[config.mk]
export PLATFORM = sky130hd
export DESIGN_NAME = fetcher
export DESIGN_NICKNAME = d
export VERILOG_FILES = /design/src/rtl/core_pkg.sv /design/src/rtl/fetcher.sv
export SDC_FILE = /design/constraint.sdc
export NUM_CORES = 1
export LEC_CHECK = 0
export BUFFER_PORTS_ARGS = -buffer_cell sky130_fd_sc_hd__buf_4
export CAP_MARGIN = 5
export CORE_MARGIN = 2
export CORE_UTILIZATION = 42
export DETAILED_ROUTE_END_ITERATION = 6
export GPL_TIMING_DRIVEN = 1
export PLACE_DENSITY = 0.75
export REMOVE_ABC_BUFFERS = 1
export SETUP_SLACK_MARGIN = 0.5
export SYNTH_ARGS = -nofsm -noshare
export SYNTH_HDL_FRONTEND = slang
export SYNTH_SLANG_ARGS = --single-unit
export TNS_END_PERCENT = 20
[constraint.sdc]
create_clock -name clk -period 1.65 [get_ports clk]
set_input_delay 0.2475 -clock clk [delete_from_list [all_inputs] [get_ports clk]]
set_output_delay 0.2475 -clock clk [all_outputs]
set_load 0.1 [all_outputs]
[src/rtl/core_pkg.sv]
// Shared core definitions: core phase encoding, fetcher state encoding and
// the HALT instruction word. Used by the fetcher, decoder and scheduler.
package core_pkg;

  // Core pipeline phase driven by the scheduler.
  typedef enum logic [2:0] {
    CORE_IDLE    = 3'd0,
    CORE_FETCH   = 3'd1,
    CORE_DECODE  = 3'd2,
    CORE_REQUEST = 3'd3,
    CORE_WAIT    = 3'd4,
    CORE_EXECUTE = 3'd5,
    CORE_UPDATE  = 3'd6,
    CORE_DONE    = 3'd7
  } core_state_t;

  // Fetcher FSM encoding, also exported as a debug/status output.
  typedef enum logic [2:0] {
    FETCHER_IDLE     = 3'd0,
    FETCHER_FETCHING = 3'd1,
    FETCHER_FETCHED  = 3'd2,
    FETCHER_ERROR    = 3'd3
  } fetcher_state_t;

  localparam logic [3:0]  OPC_HALT  = 4'hF;
  localparam logic [15:0] HALT_WORD = {OPC_HALT, 12'h000};

endpackage

[src/rtl/fetcher.sv]
// Instruction fetch stage sitting directly upstream of the decoder.
// On CORE_FETCH it issues a read of current_pc to program memory, captures
// the returned word and holds it for the decoder until CORE_DECODE. A memory
// that never answers is bounded by a timeout that substitutes HALT and parks
// the fetcher in a sticky ERROR state.
//
// Memory handshake: mem_read_valid is high for the whole time the fetcher is
// in FETCHING, with mem_read_address held constant; the transfer completes on
// the first rising clk edge where mem_read_valid and mem_read_ready are both
// high, and mem_read_data is sampled only on that edge. Ready outside
// FETCHING is ignored.
//
// Ports:
//   clk, reset        core clock, synchronous active-low reset
//   core_state        core phase from the scheduler
//   current_pc        PC of the instruction to fetch
//   mem_read_valid    read request to program memory
//   mem_read_address  registered read address
//   mem_read_ready    memory returns data this cycle
//   mem_read_data     returned instruction word
//   fetcher_state     FSM state (IDLE/FETCHING/FETCHED/ERROR)
//   instruction       registered instruction for the decoder
//   instr_valid       instruction holds a completed fetch (or HALT on error)
//   fetch_error       sticky timeout flag
module fetcher
  import core_pkg::*;
#(
  parameter int PROGRAM_ADDR_BITS = 8,
  parameter int PROGRAM_DATA_BITS = 16,
  parameter int FETCH_TIMEOUT     = 255
) (
  input  logic                         clk,
  input  logic                         reset,
  input  core_state_t                  core_state,
  input  logic [PROGRAM_ADDR_BITS-1:0] current_pc,
  output logic                         mem_read_valid,
  output logic [PROGRAM_ADDR_BITS-1:0] mem_read_address,
  input  logic                         mem_read_ready,
  input  logic [PROGRAM_DATA_BITS-1:0] mem_read_data,
  output fetcher_state_t               fetcher_state,
  output logic [PROGRAM_DATA_BITS-1:0] instruction,
  output logic                         instr_valid,
  output logic                         fetch_error
);

  // A zero timeout disables the check; keep the counter at least 1 bit wide.
  localparam bit            TIMEOUT_EN = (FETCH_TIMEOUT != 0);
  localparam int            CW         = TIMEOUT_EN ? $clog2(FETCH_TIMEOUT + 1) : 1;
  localparam logic [CW-1:0] CNT_LAST   = TIMEOUT_EN ? CW'(FETCH_TIMEOUT - 1) : '0;
  localparam logic [CW-1:0] CNT_MAX    = '1;

  fetcher_state_t               r_state,  w_state_nxt;
  logic [PROGRAM_ADDR_BITS-1:0] r_addr,   w_addr_nxt;
  logic [PROGRAM_DATA_BITS-1:0] r_instr,  w_instr_nxt;
  logic [CW-1:0]                r_count,  w_count_nxt;

  always_ff @(posedge clk) begin
    if (!reset) begin
      r_state <= FETCHER_IDLE;
      r_addr  <= '0;
      r_instr <= '0;
      r_count <= '0;
    end else begin
      r_state <= w_state_nxt;
      r_addr  <= w_addr_nxt;
      r_instr <= w_instr_nxt;
      r_count <= w_count_nxt;
    end
  end

  always_comb begin
    w_state_nxt = r_state;
    w_addr_nxt  = r_addr;
    w_instr_nxt = r_instr;
    w_count_nxt = r_count;
    case (r_state)
      FETCHER_IDLE: begin
        if (core_state == CORE_FETCH) begin
          w_state_nxt = FETCHER_FETCHING;
          w_addr_nxt  = current_pc;
          w_count_nxt = '0;
        end
      end
      FETCHER_FETCHING: begin
        // Ready takes priority over a timeout landing on the same edge.
        if (mem_read_ready) begin
          w_instr_nxt = mem_read_data;
          w_state_nxt = FETCHER_FETCHED;
        end else if (TIMEOUT_EN && (r_count == CNT_LAST)) begin
          w_instr_nxt = PROGRAM_DATA_BITS'(HALT_WORD);
          w_state_nxt = FETCHER_ERROR;
        end else if (r_count != CNT_MAX) begin
          w_count_nxt = r_count + 1'b1;
        end
      end
      FETCHER_FETCHED: begin
        // Instruction is retained on the way back to IDLE.
        if (core_state == CORE_DECODE) w_state_nxt = FETCHER_IDLE;
      end
      FETCHER_ERROR: begin
        w_state_nxt = FETCHER_ERROR;
      end
      default: begin
        w_state_nxt = FETCHER_IDLE;
      end
    endcase
  end

  // All outputs are decodes of registered state, so they change only on clk.
  assign mem_read_valid   = (r_state == FETCHER_FETCHING);
  assign mem_read_address = r_addr;
  assign fetcher_state    = r_state;
  assign instruction      = r_instr;
  assign instr_valid      = (r_state == FETCHER_FETCHED) || (r_state == FETCHER_ERROR);
  assign fetch_error      = (r_state == FETCHER_ERROR);

endmodule
==> results.md, run 1 <==
* # clock sinks at 34
* Starting Density at 43.0%
* Reg2reg path depth at 4
* Root Buffer: clkbuf_4
* Terminus of the critical flop-to-flop path: r_count[1]
* Pre-antenna DRT Iters at 4
* Largest net degree at the start of global routing at 15
* Setup TNS at 0 ns
* Skew-Pair Late Insertion Delay at 0.34 ns
* Hold path depth at 2
* Yosys Warn Count at 0
* TritonCTS clock tree: built
* Crit. End Element: flop
* WS Path Type: reg -> reg
* Syn avg cell area at 9.22 sq um
* DR vias/cell at 5.64
* Die height at 62.0 microns
* Seq cells post-synth at 34
* Nets@finish at 274
* Placer Congestion at 0.897
* Reg2reg start: fetcher_state[0]
* Initial antenna violation count at 0
* Synth area leaders: dfxtp_1 48%, a22o_1 7.4%, nand2_1 6.9%
* Reg clk slew, reported paths at 0.11 ns
* Hold endpoint: instruction[10]
* Slew Viols, Final at 0
* Initial DRC count at 65
* Critical path arrival at 1.79 ns
* Max_cap viols at 0
* Die X at 62.0 microns
* Clock Tree Buf Depth at 2
* EDFF count, synth at 0
* Layout cells sized above 1 at 61.6%
* Post-route cell area at 0.00244 sq mm
* CORE AREA at 0.00328 sq mm
* Grt total ovfl at 0
* Max Clk Rate at 0.643 GHz
* Syn-to-layout area delta at 72.7%
* Final Hold Fails at 0
* Final Critical Period at 1.56 ns
* Synth Flop Type: dfxtp_1
* Crit start category: flop
* Async SR Flop Fraction at 0%
* Leakage at 1.06 nW
* Endpoints failing setup at 0
* Area of the die at 0.00384 sq mm
* End-of-flow core utilization at 74.2%
* Cts hold-fix bufs at 0
* Reg area at 696 sq um
* Hold path start: mem_read_data[10]
* Reg2Reg Setup Slack at 0.09 ns
* Num CTS Buffers at 5
* Hpwl dp at 2880 microns
* H-tree depth at 2
* Critical-path maximum fanout at 6
* Cells after Synth at 153
* Post-DP Area at 0.00199 sq mm
* Area taken by multi-input logic gates at 846 sq um
* Fill count at 232
* Global Route Usage Sum at 23.9%
* Post-synth top cells: 34 x dfxtp_1, 26 x nand2_1, 12 x a22o_1, 10 x a21oi_1, 6 x nand3_1
* Worst Max-Slew Pin Slew at 0.538 ns
* N_diodes at 0
* First-pass GRT wire length at 6640 microns
* Post-Synthesis Cell Area at 0.00141 sq mm
* Share of the synthesized area in the top cell type at 48.2%
* Fin crit share at 94.3%
* Vias after detailed routing at 1623
* Count leader, synth: dfxtp_1
* IO Port Bufs at 58
* Max VDD drop at 0.420 mV
* Io pins at 60
* Post-synth cell types at 42
* Post-route ant nets at 0
* Row count at 21
* Pwr dens at 687 mW/mm^2
* Max_slew headroom at 63.7%
* Worst EP required at 1.89 ns
* Worst Skew at 0.00929 ns
* Synth area leader: dfxtp_1
* WL final at 5030 microns
* Register area share after synthesis at 48.2%
* RSZ-0062 raised after global routing: true
* Drt drc at 0
* Vias in the first global route at 1469
* Final Power at 1.67 mW
* HP Class: in -> reg
* Status: completed
* Routed len/inst at 17.5 microns
==> registers in the layout, indices dropped and copies added, names as in the netlist <==
register and cells:
fetcher_state 2, instruction 16, r_count 8, mem_read_address 8
==> cells by family (layout without fill, tap and decap cells) <==
logic type,after synthesis,after routing,synth area share [%]
adder cells (fa/ha/maj),2,2,1.77
other,1,1,0.266
buffers and inverters,15,104,5.23
flip-flops,34,34,48.2
AO/OA/AOI/OAI,50,50,26.8
AND/OR/NAND/NOR,51,51,17.7
==> where the power goes <==
group          leakage, nW  internal, mW  switching, mW  total [mW]
logic                0.746         0.140          0.247       0.387
registers            0.280         0.838         0.0144       0.852
clock network       0.0308         0.153          0.283       0.436
==> final cells by class <==
cell class	instances	area share, %
Tap cell	46	2.36
Sequential cell	34	28.5
Multi-Input combinational cell	104	34.7
Timing Repair Buffer	92	31.7
Inverter	5	0.770
Clock buffer	5	1.54
Clock inverter	2	0.411
==> cells in the final DEF, fill, tap and decap left out, types with 3 or more instances in the layout <==
cell,count
inv_1,3
buf_6,9
dfxtp_2,6
nand3_1,4
nand2_2,6
o21a_1,4
a21oi_2,4
buf_8,3
a22o_1,12
a21oi_1,6
o31ai_1,3
nand2_4,4
buf_4,78
nand2_1,16
dfxtp_1,26
clkbuf_4,5
o221a_2,4
==> how the worst max path moves through the flow <==
stage               cells past startpoint             end             start  slack (ns)
global route                            8      r_count[3]        r_count[0]        0.05
finish                                  4      r_count[1]  fetcher_state[0]        0.09
detailed placement                      5  instruction[6]        r_count[0]       -0.14
CTS                                     4      r_count[1]  fetcher_state[0]        0.12
global placement                        5  instruction[5]        r_count[0]       -0.05
floorplan                               3  instruction[0]  fetcher_state[1]       -2.31
==> metrics by stage <==
step	hold WS (ns)	setup WS, ns	std cells
after floorplan	0.365	-2.31	143
after global placement	0.445	-0.0483	266
after detailed placement	0.450	-0.144	266
after CTS	0.100	0.123	281
after global routing	0.102	0.0450	288
final	0.112	0.0948	288
==> worst max-delay path, cell delays in order (launching register included) <==
cell and delay (ns):
dfxtp_2 0.34, or4b_4 0.48, or2_4 0.29, and3_4 0.17, o21a_1 0.17
==> repair_timing <==
| action | CTS | global route |
|---|---|---|
| resized for setup | 38 | 40 |
| pin swaps | 9 | 20 |
| endpoints found under the setup margin | 63 | 63 |
| setup buffers | 7 | 7 |
| cloned | 1 | 0 |
==> metal layers <==
layer  wire (microns)  GRT usage (%)
met5                0              0
met3              306           7.45
met1             1940           29.8
met2             2550           36.3
met4              240           13.4
(Power assumes the default switching activity.)
==> inputs of run 2 (changes only) <==
CTS_CLUSTER_DIAMETER = 100   (was default)
SETUP_SLACK_MARGIN = default   (was 0.5)
==> results.md, run 2 (synthesized netlist as in run 1, its figures left out) <==
* Status: completed (unchanged)
* Final Power at 1.62 mW (was 1.67 mW)
* CP peak stage delay at 0.35 ns (was 0.48 ns)
* WL final at 3990 microns (was 5030 microns)
* Area of the die at 0.00384 sq mm (unchanged)
* Leakage at 0.934 nW (was 1.06 nW)
* Setup TNS at 0 ns (unchanged)
* Worst hold slack at 0.113 ns (was 0.112 ns)
* Critical-path maximum fanout at 4 (was 6)
* Max VDD drop at 0.411 mV (was 0.420 mV)
* Crit start category: flop (unchanged)
* Max_cap viols at 0 (unchanged)
* IO Port Bufs at 58 (unchanged)
* Slew Viols, Final at 0 (unchanged)
* Endpoints failing setup at 0 (unchanged)
* Drt drc at 0 (unchanged)
* Final Hold Fails at 0 (unchanged)
* Commonest cells after routing, fill and taps aside: 78 x buf_4, 33 x dfxtp_1, 26 x nand2_1 (was 78 x buf_4, 26 x dfxtp_1, 16 x nand2_1)
* Largest register FFs at 16 (unchanged)
* Post-route ant nets at 0 (unchanged)
* Io pins at 60 (unchanged)
* Vias in the first global route at 1349 (was 1469)
* Vias after detailed routing at 1488 (was 1623)
* Layout cells sized above 1 at 43.0% (was 61.6%)
* Syn-to-layout area delta at 48.8% (was 72.7%)
* HP Class: in -> reg (unchanged)
* Nets@finish at 262 (was 274)
* # clock sinks at 34 (unchanged)
* Max_slew headroom at 65.6% (was 63.7%)
* Worst Max-Slew Pin Slew at 0.516 ns (was 0.538 ns)
* Placer Congestion at 0.897 (unchanged)
* Initial antenna violation count at 0 (unchanged)
* Cts hold-fix bufs at 0 (unchanged)
* DR vias/cell at 5.39 (was 5.64)
* WS Path Type: reg -> out (was reg -> reg)
* Die height at 62.0 microns (unchanged)
* Fin crit share at 95.9% (was 94.3%)
* Worst EP required at 1.40 ns (was 1.89 ns)
* First-pass GRT wire length at 6200 microns (was 6640 microns)
* Global Route Usage Sum at 21.8% (was 23.9%)
* Pwr dens at 773 mW/mm^2 (was 687 mW/mm^2)
* Max Clk Rate at 0.632 GHz (was 0.643 GHz)
* Final Critical Period at 1.58 ns (was 1.56 ns)
* Die X at 62.0 microns (unchanged)
* Most common cell after layout, fill and taps aside: buf_4 (unchanged)
* CORE AREA at 0.00328 sq mm (unchanged)
* Row count at 21 (unchanged)
* Reg clk slew, reported paths at 0.10 ns (was 0.11 ns)
* Critical path arrival at 1.33 ns (was 1.79 ns)
* Fill count at 272 (was 232)
* N_diodes at 0 (unchanged)
* Area taken by multi-input logic gates at 687 sq um (was 846 sq um)
* Root Buffer: clkbuf_4 (unchanged)
* Pre-antenna DRT Iters at 4 (unchanged)
* Clock Tree Buf Depth at 2 (unchanged)
* RSZ-0062 raised after global routing: false (was true)
* End-of-flow core utilization at 64.0% (was 74.2%)
* TritonCTS clock tree: built (unchanged)
* Skew-Pair Late Insertion Delay at 0.34 ns (about the same)
* Grt total ovfl at 0 (unchanged)
* Crit. End Element: output pin (was flop)
* Num CTS Buffers at 5 (unchanged)
* Largest net degree at the start of global routing at 15 (unchanged)
* H-tree depth at 2 (unchanged)
* Hpwl dp at 2880 microns (unchanged)
* Starting Density at 43.0% (unchanged)
* Worst Skew at 0.00658 ns (was 0.00929 ns)
* Routed len/inst at 14.5 microns (was 17.5 microns)
* Critical Path, Cell by Cell: buf_4 > nor2b_2 > buf_6 (was or4b_4 > or2_4 > and3_4 > o21a_1)
* Critical-path top delay cell: dfxtp_1 (was or4b_4)
* Initial DRC count at 83 (was 65)
* Reg area at 682 sq um (was 696 sq um)
## run 2: cell count changes in the layout (fill, tap and decap cells not counted), sizes merged
cell	delta
buf	-12
## run 2: worst paths after layout
check                                           end  slack (ns)                 from  depth (start not counted)
worst max-delay path                 mem_read_valid        0.07     fetcher_state[0]                          3
worst min-delay path                instruction[10]        0.11    mem_read_data[10]                          2
worst max register to register           r_count[3]        0.08     fetcher_state[0]                          5
worst min register to register  mem_read_address[7]        0.46  mem_read_address[7]                          2
## run 2: through the flow
step	area, sq um	instances	setup WS [ns]
4_1_cts	2060	273	0.0175
2_1_floorplan	1360	143	-2.31
3_3_place_gp	1990	266	-0.0483
5_1_grt	2100	276	0.000895
3_5_place_dp	1990	266	-0.144
6_report	2100	276	0.0682
## run 2: worst max-delay path: cells and delay by family, from the launching register on
kind	cells	cell delay, ns
buf+inv	2	0.39
flops	1	0.35
simple gates	1	0.25
## run 2: routing by layer
metal | track usage, % | up-vias | routed length [microns]
li1 | - | 721 | -
met1 | 28.3 | 702 | 1670
met2 | 34.5 | 60 | 2030
met3 | 5.80 | 5 | 226
met4 | 8.51 | 0 | 61
met5 | 0 | - | 0
## run 2: final cells by class
type	count	area share, %
multi-input combinational	104	32.7
sequential	34	32.5
timing repair buffer	80	28.9
tap	46	2.74
clock buffer	5	1.79
inverter	5	0.893
clock inverter	2	0.476
## run 2: repair_timing
item / in CTS / in global routing
setup endpoints to repair: 15 / 4
setup buffers: 0 / 3
pin swaps: 0 / 4
gates resized for setup: 5 / 6
## run 2: report_power, final
part,internal (mW),switching (mW),total [mW]
logic,0.110,0.224,0.334
clock network,0.153,0.285,0.438
registers,0.840,0.0121,0.852
==> inputs of run 3 (changes only) <==
CAP_MARGIN = 20   (was 5)
CELL_PAD_IN_SITES_DETAIL_PLACEMENT = 0   (was default)
CELL_PAD_IN_SITES_GLOBAL_PLACEMENT = 1   (was default)
CORE_UTILIZATION = 30   (was 42)
PLACE_DENSITY = default   (was 0.75)
PLACE_DENSITY_LB_ADDON = 0.1   (was default)
==> results.md, run 3 (synthesized netlist as in run 1, its figures left out) <==
* Uppermost layer routed: met4 (unchanged)
* # clock sinks at 34 (unchanged)
* Critical-path top delay cell: nor3b_1 (was dfxtp_1)
* Worst Max-Slew Pin Slew at 0.506 ns (was 0.516 ns)
* Starting Density at 31.8% (was 43.0%)
* Worst Skew at 0.00672 ns (was 0.00658 ns)
* Layout cells sized above 1 at 43.7% (was 43.0%)
* Pre-CTS setup slack at -0.164 ns (was -0.144 ns)
* Root Buffer: clkbuf_8 (was clkbuf_4)
* Post-route ant nets at 0 (unchanged)
* Vias in the first global route at 1502 (was 1349)
* Area of the die at 0.00527 sq mm (was 0.00384 sq mm)
* Initial DRC count at 50 (was 83)
* Reg clk slew, reported paths at 0.07 ns (was 0.10 ns)
* Grt total ovfl at 0 (unchanged)
* Routed len/inst at 14.3 microns (was 14.5 microns)
* Metal3 WL at 285 microns (was 226 microns)
* Leakage at 0.958 nW (was 0.934 nW)
* Hpwl dp at 3040 microns (was 2880 microns)
* Post-route setup slack at 0.0749 ns (was 0.0682 ns)
* Met2 WL at 1970 microns (was 2030 microns)
* Final Critical Period at 1.58 ns (about the same)
* Crit. End Element: flop (was output pin)
* Placer Congestion at 0.779 (was 0.897)
* First-pass GRT wire length at 6750 microns (was 6200 microns)
* Drt drc at 0 (unchanged)
* Max_slew headroom at 66.2% (was 65.6%)
* DR vias/cell at 5.11 (was 5.39)
* Max VDD drop at 0.453 mV (was 0.411 mV)
* Critical Path, Cell by Cell: buf_4 > nor3b_1 > o21ai_2 > buf_4 > and3_1 > o21a_1 (was buf_4 > nor2b_2 > buf_6)
* N_diodes at 0 (unchanged)
* Final Hold Fails at 0 (unchanged)
* CORE AREA at 0.00444 sq mm (was 0.00328 sq mm)
* Die X at 72.6 microns (was 62.0 microns)
* Critical path arrival at 1.75 ns (was 1.33 ns)
* End-of-flow core utilization at 48.8% (was 64.0%)
* Num CTS Buffers at 5 (unchanged)
* Syn-to-layout area delta at 53.6% (was 48.8%)
* Endpoints failing setup at 0 (unchanged)
* Fin crit share at 95.5% (was 95.9%)
* H-tree depth at 2 (unchanged)
* Pwr dens at 836 mW/mm^2 (was 773 mW/mm^2)
* IO Port Bufs at 58 (unchanged)
* RSZ-0062 raised after global routing: true (was false)
* Post-DP Area at 0.00202 sq mm (was 0.00199 sq mm)
* Nets@finish at 262 (unchanged)
* Max_cap viols at 0 (unchanged)
* Cts hold-fix bufs at 0 (unchanged)
* Clock Tree Buf Depth at 2 (unchanged)
* WS Path Type: reg -> reg (was reg -> out)
* Post-CTS Repair Setup Buffers at 0 (unchanged)
* Worst hold slack at 0.178 ns (was 0.113 ns)
* Status: completed (unchanged)
* WL final at 4040 microns (was 3990 microns)
* Reg2Reg Setup Slack at 0.07 ns (was 0.08 ns)
* TritonCTS clock tree: built (unchanged)
* Max Clk Rate at 0.635 GHz (was 0.632 GHz)
* Setup TNS at 0 ns (unchanged)
* Post-route cell area at 0.00217 sq mm (was 0.00210 sq mm)
* HP Class: in -> reg (unchanged)
* Pre-antenna DRT Iters at 4 (unchanged)
* Largest register FFs at 16 (unchanged)
* Crit start category: flop (unchanged)
* Io pins at 60 (unchanged)
* Crit path top cell by count: buf_4
* Largest net degree at the start of global routing at 15 (unchanged)
* Row count at 24 (was 21)
* Wire length on met1 at 1740 microns (was 1670 microns)
* CP peak stage delay at 0.34 ns (was 0.35 ns)
* Worst EP required at 1.82 ns (was 1.40 ns)
* Die height at 72.6 microns (was 62.0 microns)
* Slew Viols, Final at 0 (unchanged)
* Global Route Usage Sum at 16.2% (was 21.8%)
* Vias after detailed routing at 1446 (was 1488)
* Skew-Pair Late Insertion Delay at 0.28 ns (was 0.34 ns)
* Critical-path maximum fanout at 12 (was 4)
* Most common cell after layout, fill and taps aside: buf_4 (unchanged)
* Initial antenna violation count at 0 (unchanged)
* Commonest cells after routing, fill and taps aside: 79 x buf_4, 32 x dfxtp_1, 26 x nand2_1 (was 78 x buf_4, 33 x dfxtp_1, 26 x nand2_1)
## run 3: critical path, delay by kind of cell, from the launching register on
kind | cells | cell delay, ns
AND/OR/NAND/NOR | 2 | 0.51
buffers and inverters | 2 | 0.35
flip-flops | 1 | 0.33
AO/OA/AOI/OAI | 2 | 0.28
## run 3: path summary, 6_finish.rpt
check,startpoint,endpoint,cells after the start
max,fetcher_state[0],r_count[1],6
min reg2reg,mem_read_address[5],mem_read_address[5],2
max reg2reg,fetcher_state[0],r_count[1],6
min,mem_read_data[8],instruction[8],2
## run 3: final cells by class
cell class | count | area (sq um)
fill | 438 | 2280
multi-input combinational | 104 | 702
sequential | 34 | 683
timing repair buffer | 80 | 608
clock buffer | 7 | 86.3
tap | 52 | 65.1
inverter | 5 | 18.8
clock inverter | 1 | 5.00
## run 3: routing by layer
metal / vias up / GRT usage [%]
met5: - / 0
met4: 0 / 7.00
met3: 7 / 4.42
met2: 55 / 26.3
met1: 664 / 20.3
li1: 720 / -
## run 3: repair_timing
action                                  CTS  global route
pin swaps                                 0             5
cloned                                    0             0
endpoints found under the setup margin   13            25
resized for setup                         2            13
## run 3: stage by stage
stage,power (mW),cells
after detailed placement,1.20,275
after CTS,1.83,283
after global routing,1.89,283
after floorplan,1.07,143
final,1.81,283
after global placement,1.19,275
## run 3: report_power, final
group | switching (mW) | internal, mW
clock | 0.293 | 0.336
sequential | 0.0109 | 0.841
combinational | 0.223 | 0.109
